### config.mk
export PLATFORM = sky130hd
export DESIGN_NAME = rst_seq_ctrl_flat
export DESIGN_NICKNAME = d
export VERILOG_FILES = /design/src/rtl/rst_seq_ctrl_if.sv /design/src/rtl/rst_seq_ctrl.sv /design/src/flat_wrapper.sv
export SDC_FILE = /design/constraint.sdc
export NUM_CORES = 1
export LEC_CHECK = 0
export BUFFER_PORTS_ARGS = -buffer_cell sky130_fd_sc_hd__buf_4
export CAP_MARGIN = 20
export CELL_PAD_IN_SITES_DETAIL_PLACEMENT = 0
export CELL_PAD_IN_SITES_GLOBAL_PLACEMENT = 1
export CORE_MARGIN = 5
export CORE_UTILIZATION = 46
export CTS_CLUSTER_DIAMETER = 40
export CTS_CLUSTER_SIZE = 20
export DETAILED_ROUTE_END_ITERATION = 8
export GPL_TIMING_DRIVEN = 0
export PLACE_DENSITY = 0.88
export SLEW_MARGIN = 5
export SYNTH_ARGS = -nofsm -noshare
export SYNTH_HDL_FRONTEND = slang
export SYNTH_SLANG_ARGS = --single-unit
### constraint.sdc
create_clock -name CLK -period 4.1 [get_ports CLK]
set_clock_uncertainty 0.2 [all_clocks]
set_input_delay 0.615 -clock CLK [delete_from_list [all_inputs] [get_ports CLK]]
set_output_delay 0.615 -clock CLK [all_outputs]
set_load 0.005 [all_outputs]
### src/rtl/rst_seq_ctrl_if.sv
// Signal bundle between the reset sequencer and the reset generator / downstream subsystems.
// master is the sequencer side; slave is the generator/environment side.
interface rst_seq_ctrl_if #(
    parameter int unsigned STAGES = 3
);
    logic              IR_N;
    logic              SRST_REQ;
    logic              ENIR;
    logic [STAGES-1:0] STG_RST_N;
    logic              READY;
    logic              SRST_ACK;

    modport master (
        input  IR_N,
        input  SRST_REQ,
        output ENIR,
        output STG_RST_N,
        output READY,
        output SRST_ACK
    );

    modport slave (
        output IR_N,
        output SRST_REQ,
        input  ENIR,
        input  STG_RST_N,
        input  READY,
        input  SRST_ACK
    );
endinterface

### src/rtl/rst_seq_ctrl.sv
// Power-up / soft-reset sequencer: paces the reset generator enable, waits for IR_N release,
// then releases the staged subsystem resets one by one with a tick-based gap.
module rst_seq_ctrl #(
    parameter int unsigned PRESC     = 4000,
    parameter int unsigned STAGES    = 3,
    parameter int unsigned STAGE_GAP = 2,
    parameter int unsigned SOFT_HOLD = 4
) (
    input  logic          CLK,
    input  logic          RST_N,
    rst_seq_ctrl_if.master seq
);

    localparam int unsigned CNT_W  = (PRESC > 1)     ? $clog2(PRESC)     : 1;
    localparam int unsigned GAP_W  = (STAGE_GAP > 1) ? $clog2(STAGE_GAP) : 1;
    localparam int unsigned HOLD_W = $clog2(SOFT_HOLD + 1);
    localparam int unsigned K_W    = (STAGES > 1)    ? $clog2(STAGES)    : 1;

    localparam logic [1:0] S_WAIT_IR = 2'd0;
    localparam logic [1:0] S_RELEASE = 2'd1;
    localparam logic [1:0] S_RUN     = 2'd2;
    localparam logic [1:0] S_HOLD    = 2'd3;

    logic [CNT_W-1:0]  cnt_q;
    logic              tick_c;

    logic [1:0]        state_q,  state_d;
    logic [GAP_W-1:0]  gap_q,    gap_d;
    logic [HOLD_W-1:0] hold_q,   hold_d;
    logic [K_W-1:0]    k_q,      k_d;
    logic [STAGES-1:0] stg_q,    stg_d;
    logic              ready_q,  ready_d;
    logic              ack_q,    ack_d;

    // Free-running prescaler; runs in every state so tick phase is fixed relative to reset release.
    always_ff @(posedge CLK or negedge RST_N) begin
        if (!RST_N) begin
            cnt_q <= '0;
        end else if (tick_c) begin
            cnt_q <= '0;
        end else begin
            cnt_q <= cnt_q + CNT_W'(1);
        end
    end

    assign tick_c = (cnt_q == CNT_W'(PRESC - 1));

    // State and registered outputs.
    always_ff @(posedge CLK or negedge RST_N) begin
        if (!RST_N) begin
            state_q <= S_WAIT_IR;
            gap_q   <= '0;
            hold_q  <= '0;
            k_q     <= '0;
            stg_q   <= '0;
            ready_q <= 1'b0;
            ack_q   <= 1'b0;
        end else begin
            state_q <= state_d;
            gap_q   <= gap_d;
            hold_q  <= hold_d;
            k_q     <= k_d;
            stg_q   <= stg_d;
            ready_q <= ready_d;
            ack_q   <= ack_d;
        end
    end

    // Next-state logic; a generator drop outranks a soft-reset request.
    always_comb begin
        state_d = state_q;
        gap_d   = gap_q;
        hold_d  = hold_q;
        k_d     = k_q;
        stg_d   = stg_q;
        ready_d = ready_q;
        ack_d   = 1'b0;

        if ((state_q != S_WAIT_IR) && !seq.IR_N) begin
            state_d = S_WAIT_IR;
            stg_d   = '0;
            ready_d = 1'b0;
        end else begin
            case (state_q)
                S_WAIT_IR: begin
                    if (seq.IR_N) begin
                        state_d = S_RELEASE;
                        gap_d   = '0;
                        k_d     = '0;
                    end
                end
                S_RELEASE, S_RUN: begin
                    if (seq.SRST_REQ) begin
                        state_d = S_HOLD;
                        hold_d  = '0;
                        stg_d   = '0;
                        ready_d = 1'b0;
                        ack_d   = 1'b1;
                    end else if ((state_q == S_RELEASE) && tick_c) begin
                        if (gap_q == GAP_W'(STAGE_GAP - 1)) begin
                            gap_d      = '0;
                            stg_d[k_q] = 1'b1;
                            if (k_q == K_W'(STAGES - 1)) begin
                                ready_d = 1'b1;
                                state_d = S_RUN;
                            end else begin
                                k_d = k_q + K_W'(1);
                            end
                        end else begin
                            gap_d = gap_q + GAP_W'(1);
                        end
                    end
                end
                S_HOLD: begin
                    // Exit needs both the minimum hold and a released request.
                    if ((hold_q == HOLD_W'(SOFT_HOLD)) && !seq.SRST_REQ) begin
                        state_d = S_RELEASE;
                        gap_d   = '0;
                        k_d     = '0;
                    end else if (tick_c && (hold_q != HOLD_W'(SOFT_HOLD))) begin
                        hold_d = hold_q + HOLD_W'(1);
                    end
                end
                default: begin
                    state_d = S_WAIT_IR;
                end
            endcase
        end
    end

    assign seq.ENIR      = (state_q == S_WAIT_IR) && tick_c;
    assign seq.STG_RST_N = stg_q;
    assign seq.READY     = ready_q;
    assign seq.SRST_ACK  = ack_q;

endmodule
### src/flat_wrapper.sv
// flat-port wrapper written by rule: the top's interface ports become plain ports
module rst_seq_ctrl_flat 
#(
    parameter int unsigned PRESC     = 4000,
    parameter int unsigned STAGES    = 3,
    parameter int unsigned STAGE_GAP = 2,
    parameter int unsigned SOFT_HOLD = 4
)
  (CLK, RST_N, seq_IR_N, seq_SRST_REQ, seq_ENIR, seq_STG_RST_N, seq_READY, seq_SRST_ACK);
  rst_seq_ctrl_if #(.STAGES(STAGES)) seq_i ();
  input  logic CLK;
  input  logic RST_N;
  input wire logic [$bits(seq_i.IR_N)-1:0] seq_IR_N;
  input wire logic [$bits(seq_i.SRST_REQ)-1:0] seq_SRST_REQ;
  output wire logic [$bits(seq_i.ENIR)-1:0] seq_ENIR;
  output wire logic [$bits(seq_i.STG_RST_N)-1:0] seq_STG_RST_N;
  output wire logic [$bits(seq_i.READY)-1:0] seq_READY;
  output wire logic [$bits(seq_i.SRST_ACK)-1:0] seq_SRST_ACK;
  assign seq_i.IR_N = seq_IR_N;
  assign seq_i.SRST_REQ = seq_SRST_REQ;
  assign seq_ENIR = seq_i.ENIR;
  assign seq_STG_RST_N = seq_i.STG_RST_N;
  assign seq_READY = seq_i.READY;
  assign seq_SRST_ACK = seq_i.SRST_ACK;
  rst_seq_ctrl #(.PRESC(PRESC), .STAGES(STAGES), .STAGE_GAP(STAGE_GAP), .SOFT_HOLD(SOFT_HOLD)) u_core (.CLK(CLK), .RST_N(RST_N), .seq(seq_i));
endmodule
### Word level (Yosys, flattened, before mapping)

Cells that the tools add are included.

| storage, ports and cells | value |
|---|---|
| register bits after elaboration | 25 |
| latch bits | 0 |
| memory bits (writable) | 0 |
| ROM bits | 0 |
| input port bits | 4 |
| word-level logic and storage cells | 101 |
| memories | 0 |

| cells by class | value |
|---|---|
| add/sub/neg operators | 4 |
| multiply operators | 0 |
| divide/modulo/power cells | 0 |
| magnitude comparators | 2 |
| eq/ne operators | 21 |
| shifts and indexed selects | 0 |
| mux-type cells | 42 |
| bitwise operators | 2 |
| reductions and logical operators | 22 |

Operators with widths:

| kind | count |
|---|---|
| 2-bit 2-to-1 mux | 13 |
| 3-bit 2-to-1 mux | 8 |
| 1-bit 2-to-1 mux | 15 |
| 5-bit AND reduction | 3 |
| 12-bit by 1-bit adder with 12-bit output (second input constant) | 1 |
| 12-bit == test (second input constant) | 1 |
| 12-bit 2-to-1 mux | 1 |
| 4-bit by 2-bit inequality test with 1-bit output (second input constant) | 3 |
| 2-bit one-hot mux with 3 select lines | 2 |
| 2-bit inequality test (second input constant) | 5 |
| 3-bit nonzero test | 3 |
| 2-bit by 1-bit inequality test with 1-bit output (second input constant) | 4 |
| 7-bit AND reduction | 1 |
| 2-bit == test (second input constant) | 3 |
| 1-bit logical AND | 6 |
| 3-bit one-hot mux with 2 select lines | 1 |
| 2-bit nonzero test | 3 |
| 4-bit AND reduction | 1 |
| 3-bit by 1-bit adder with 3-bit output (second input constant) | 1 |
| 3-bit == test (second input constant) | 1 |
| 2-bit by 3-bit < comparator with 1-bit output (second input constant) | 1 |
| 3-bit by 1-bit inequality test with 1-bit output (second input constant) | 1 |
| 3-bit by 2-bit inequality test with 1-bit output (second input constant) | 1 |
| 3-bit inequality test (second input constant) | 1 |
| 12 further kinds | 13 |

### Logic depth before layout (Yosys ltp)

| depth | value |
|---|---|
| depth after elaboration | 10 |
| depth in mapped cells | 7 |
| mapped depth without buffers | 6 |

### Least setup slack after synthesis

No wires, ideal clock.

| path | value |
|---|---|
| path kind | reg-to-output |
| start | reg u_core.cnt_q[0] |
| end | out seq_ENIR |
| arrival | 1676 ps |
| required time | 3285 ps |
| slack | 1609 ps |
| stages on the path, launching flop included | 6 |
| path through | dfrtp_1 ha_1 nand4_4 nor3_1 clkbuf_1 and2_1 |

| between the ends | value |
|---|---|
| cells in the longest elaborated chain, start to end | 2 |

Ends and longest elaborated chain:

| item | RTL line | source |
|---|---|---|
| start: declaration | rst_seq_ctrl.sv:24 | `logic [CNT_W-1:0] cnt_q;` |
| start signal: assignment | rst_seq_ctrl.sv:42 | `cnt_q <= cnt_q + CNT_W'(1);` |
| 12-bit == test | rst_seq_ctrl.sv:46 | `assign tick_c = (cnt_q == CNT_W'(PRESC - 1));` |
| 1-bit logical AND | rst_seq_ctrl.sv:131 | `assign seq.ENIR = (state_q == S_WAIT_IR) && tick_c;` |
| end: declaration | flat_wrapper.sv:15 | `output wire logic [$bits(seq_i.ENIR)-1:0] seq_ENIR;` |

No other way between the ends.

### Worst setup path after layout

Same ends and word-level chain as after synthesis.

==> results summary <==
The run finished with clean final reports. In this run, CTS created clock tree buffers numbering 3. The wire length of the first global-routing pass came out at 4.75 mm. The detailed-routed wire length on met2 came out at 1.36 mm.

The clock insertion delay at the later pin of the skew report is 330 ps. The sink count of the clock tree came out at 25. The number of placed cells counting well taps is 181. The fraction of the yosys area taken by sequential cells is 45.7%. In this run the worst setup path terminates at seq_ENIR. The clock transition at the registers of the reported paths is 150 ps.

The total overflow left after global routing is 0. The number of slew-limit violations in the final report came to 0. The wire length on met3 is 74 um. The sum of buffers and inverters on the critical path came out at 2. The die boundary height came out at 64.6 um. The critical path crosses 6 cells after its start point. The top fanout value on the critical path came out at 10. The synthesized design spends more area on one cell type than any other, namely sky130_fd_sc_hd__dfrtp_1. The share of post-route cells with drive strength above 1 came out at 11.0%. The final non-filler cell total came out at 186.

TritonCTS built the clock tree. Among all stages on the critical path, the largest delay is contributed by sky130_fd_sc_hd__nor3_1. The post-detailed-placement half-perimeter wirelength is 2.04 mm. The sum of negative setup slack is 0 ps. When the netlist entered floorplanning its net count stood at 154. The via count of the first global-routing pass is 1063.

Data arrives at the worst endpoint at 2540 ps. Measured against its own limit, the worst slew margin works out to 45.6%. The launching element of the worst setup path is u_core.cnt_q[0]. The area of the die is 4170 um^2. For the worst flop-to-flop path, the logic depth is 6. The kind of end point of the critical path is a primary output.

The number of hold-slack violations in the final timing report is 0. The floorplan step defined a core boundary enclosing 2810 um^2. The fraction of power spent switching nets is 34.9%. The power per cell area came out at 383 nW/um^2.

Detailed routing inserted a total of 1084 vias. The number of iterations in the first detailed-routing pass came out at 4. The average instance area after synthesis came out at 9.72 um^2. The cell family contributing the most delay on the critical path is simple AND/OR/NAND/NOR gates. The total internal power is 0.000379 W. The library cell with the highest instance count after synthesis is sky130_fd_sc_hd__dfrtp_1.

The critical path required time came out at 3280 ps. After detailed routing, the number of remaining DRC violations is 0. The largest net degree at the start of global routing is 26.

The number of enable-type register cells in the synthesized netlist is 0. The worst register-to-register path begins at u_core.k_q[0]. The number of endpoints failing setup at the final stage is 0. The post-route antenna net violation count is 0. Setup repair after global routing left no endpoint under its margin. By count the netlist is led by sky130_fd_sc_hd__dfrtp_1 (25), sky130_fd_sc_hd__nor2_1 (16), sky130_fd_sc_hd__inv_1 (11). The register bit total from synthesis came out at 25. The achievable clock frequency came out at 298 MHz. In this run the worst hold path is classified as reg2reg. The most instantiated flip-flop cell in the synthesis netlist is sky130_fd_sc_hd__dfrtp_1. The aggregate global-route resource usage came out at 14.4%. The port buffer count is 9.

The share of the clock period used by the worst path after layout came out at 81.7%. The max-cap violation count is 0. The power spent charging and discharging nets came out at 0.000203 W. The static leakage is 0.688 nW. For this run, the post-layout net count is 169. The post-synthesis cell type count came out at 39. In this run the horizontal extent of the chip is 64.6 um. The area share of the leading cell type in the synthesized netlist is 45.7%. The synthesized instance count came out at 141. In this run, the clock network consumes 20.1% of the power. Sorting the synthesized cells by area gives the leading types as sky130_fd_sc_hd__dfrtp_1 (46%), sky130_fd_sc_hd__ha_1 (8.2%), sky130_fd_sc_hd__nor2_1 (4.4%). The root buffer cell chosen for the clock tree is sky130_fd_sc_hd__clkbuf_4. The count of routing violations after the opening detailed-route iteration is 71. Compared with the post-synthesis result, the final layout area differs by 10.8%. The stage delay of the slowest cell on the critical path is 600 ps. The routed design could run at a clock period as short as 3350 ps. Wires add up to 2.69 mm. 10 I/O pins were placed. 0 antenna diodes ended up in the layout. The slew at the pin closest to its max-slew limit is 805 ps. In this run the number of H-tree levels came out at 1. The weighted congestion at the end of routability-driven global placement came out at 0.886. The relative contribution of combinational cells to total power came out at 31.0%. The count of yosys warnings during synthesis is 0. The worst setup path is of the reg2out kind. The final standard cell utilization of the core came out at 54.1%. The worst-case vdd ir drop is 0.000273 V. For this configuration, the core starts out at a cell density of 48.8%. The initial antenna violation count is 0. For this run, asynchronously set or reset flops after synthesis account for 100%. The clock passes through at most 2 buffers. STA classifies the critical path startpoint as a flop. The cell area after synthesis came out at 1370 um^2. The sequential share of power came out at 48.9%.

In this run the critical register-to-register path is captured at u_core.k_q[0]. The met1 routed wirelength after detailed routing came out at 1.21 mm. The highest layer touched by signal routing is met4. The worst register-to-register path has a setup slack of 1590 ps.

The vias per cell is 5.83. In the final routed layout, each cell accounts on average for 14.4 um. Traced cell by cell, the critical path runs through ha_1, nand4_4, nor3_1, clkbuf_1, and2_1, buf_4. The placement row count came out at 19. In this run the most critical hold path is launched from u_core.cnt_q[0].
## stage by stage
step                hold slack, ps  power (W)  worst slack, ps  cell area [um^2]
global placement               269   0.000458             1150              1480
global route                   329   0.000624              515              1520
floorplan                      119   0.000415             1610              1370
detailed placement             283   0.000468             1140              1480
finish                         307   0.000582              749              1520
CTS                            303   0.000587              739              1520
## power by group through the flow
| stage | Sequential, W | Clock (W) | Combinational, W |
|---|---|---|---|
| floorplan | 0.000285 | 0 | 0.000130 |
| global placement | 0.000288 | 0 | 0.000171 |
| detailed placement | 0.000288 | 0 | 0.000180 |
| CTS | 0.000284 | 0.000122 | 0.000181 |
| global route | 0.000288 | 0.000133 | 0.000203 |
| finish | 0.000284 | 0.000117 | 0.000180 |
## final cells by class
type	instances	area [um^2]
repair buffers	10	77.6
plain buffers	3	12.5
inverters	11	41.3
clock inverters	1	8.76
well taps	31	38.8
clock buffers	3	22.5
multi-input cells	102	691
flip-flops and latches	25	626
fillers	252	1290
## state kept, by name (all words and copies together) (netlist names)
name and cells:
u_core.seq.READY 1, u_core.seq.SRST_ACK 1, u_core.cnt_q 12, u_core.state_q 2, u_core.k_q 2, u_core.hold_q 3, u_core.gap_q 1, u_core.seq.STG_RST_N 3
## placed cells by master (no fill, tap or decap), drive strengths merged, types with 2 or more instances in the layout
cell,synthesis,layout
or4,2,2
inv,11,12
o21ai,6,6
nor2,16,16
a221oi,2,2
ha,9,9
nor2b,2,2
a221o,4,4
nand2,8,8
dfrtp,25,25
nand3,6,6
xnor2,2,2
buf,1,10
xor2,3,3
or3,3,3
nor3b,2,2
o31ai,2,2
and2,2,2
nand4,3,3
a31oi,5,5
nor3,3,3
a21oi,6,6
and3,4,4
clkbuf,2,5
## layer usage
layer / track usage, % / up-vias
met4: 5.54 / 0
met1: 18.3 / 523
met5: 0 / -
met3: 2.42 / 5
li1: - / 541
met2: 24.6 / 15
## cells by family after synthesis
group	count (synthesis)	share of synthesized area, %
xor gates and xnor gates	5	3.20
adders and majority gates	9	8.22
buffers and inverters	14	3.93
and+or+nand+nor	55	22.3
AOI/OAI and AO/OA	33	16.7
DFF	25	45.7
## how the worst min path moves through the flow
stage                 endpoint  slack, ps  cells after the start
5_1_grt        u_core.cnt_q[0]        330                      1
4_1_cts        u_core.cnt_q[0]        300                      1
3_5_place_dp   u_core.cnt_q[0]        280                      1
6_report       u_core.cnt_q[0]        310                      1
2_1_floorplan  u_core.cnt_q[0]        120                      0
3_3_place_gp   u_core.cnt_q[0]        270                      1
## timing repair
action | 4_1_cts | 5_1_grt
hold buffers | 1 | 0
buffers inserted | 0 | 0
endpoints found under the hold margin | 25 | 0
gates resized for setup | 0 | 0
No activity file was read; power rests on OpenSTA's default activity.
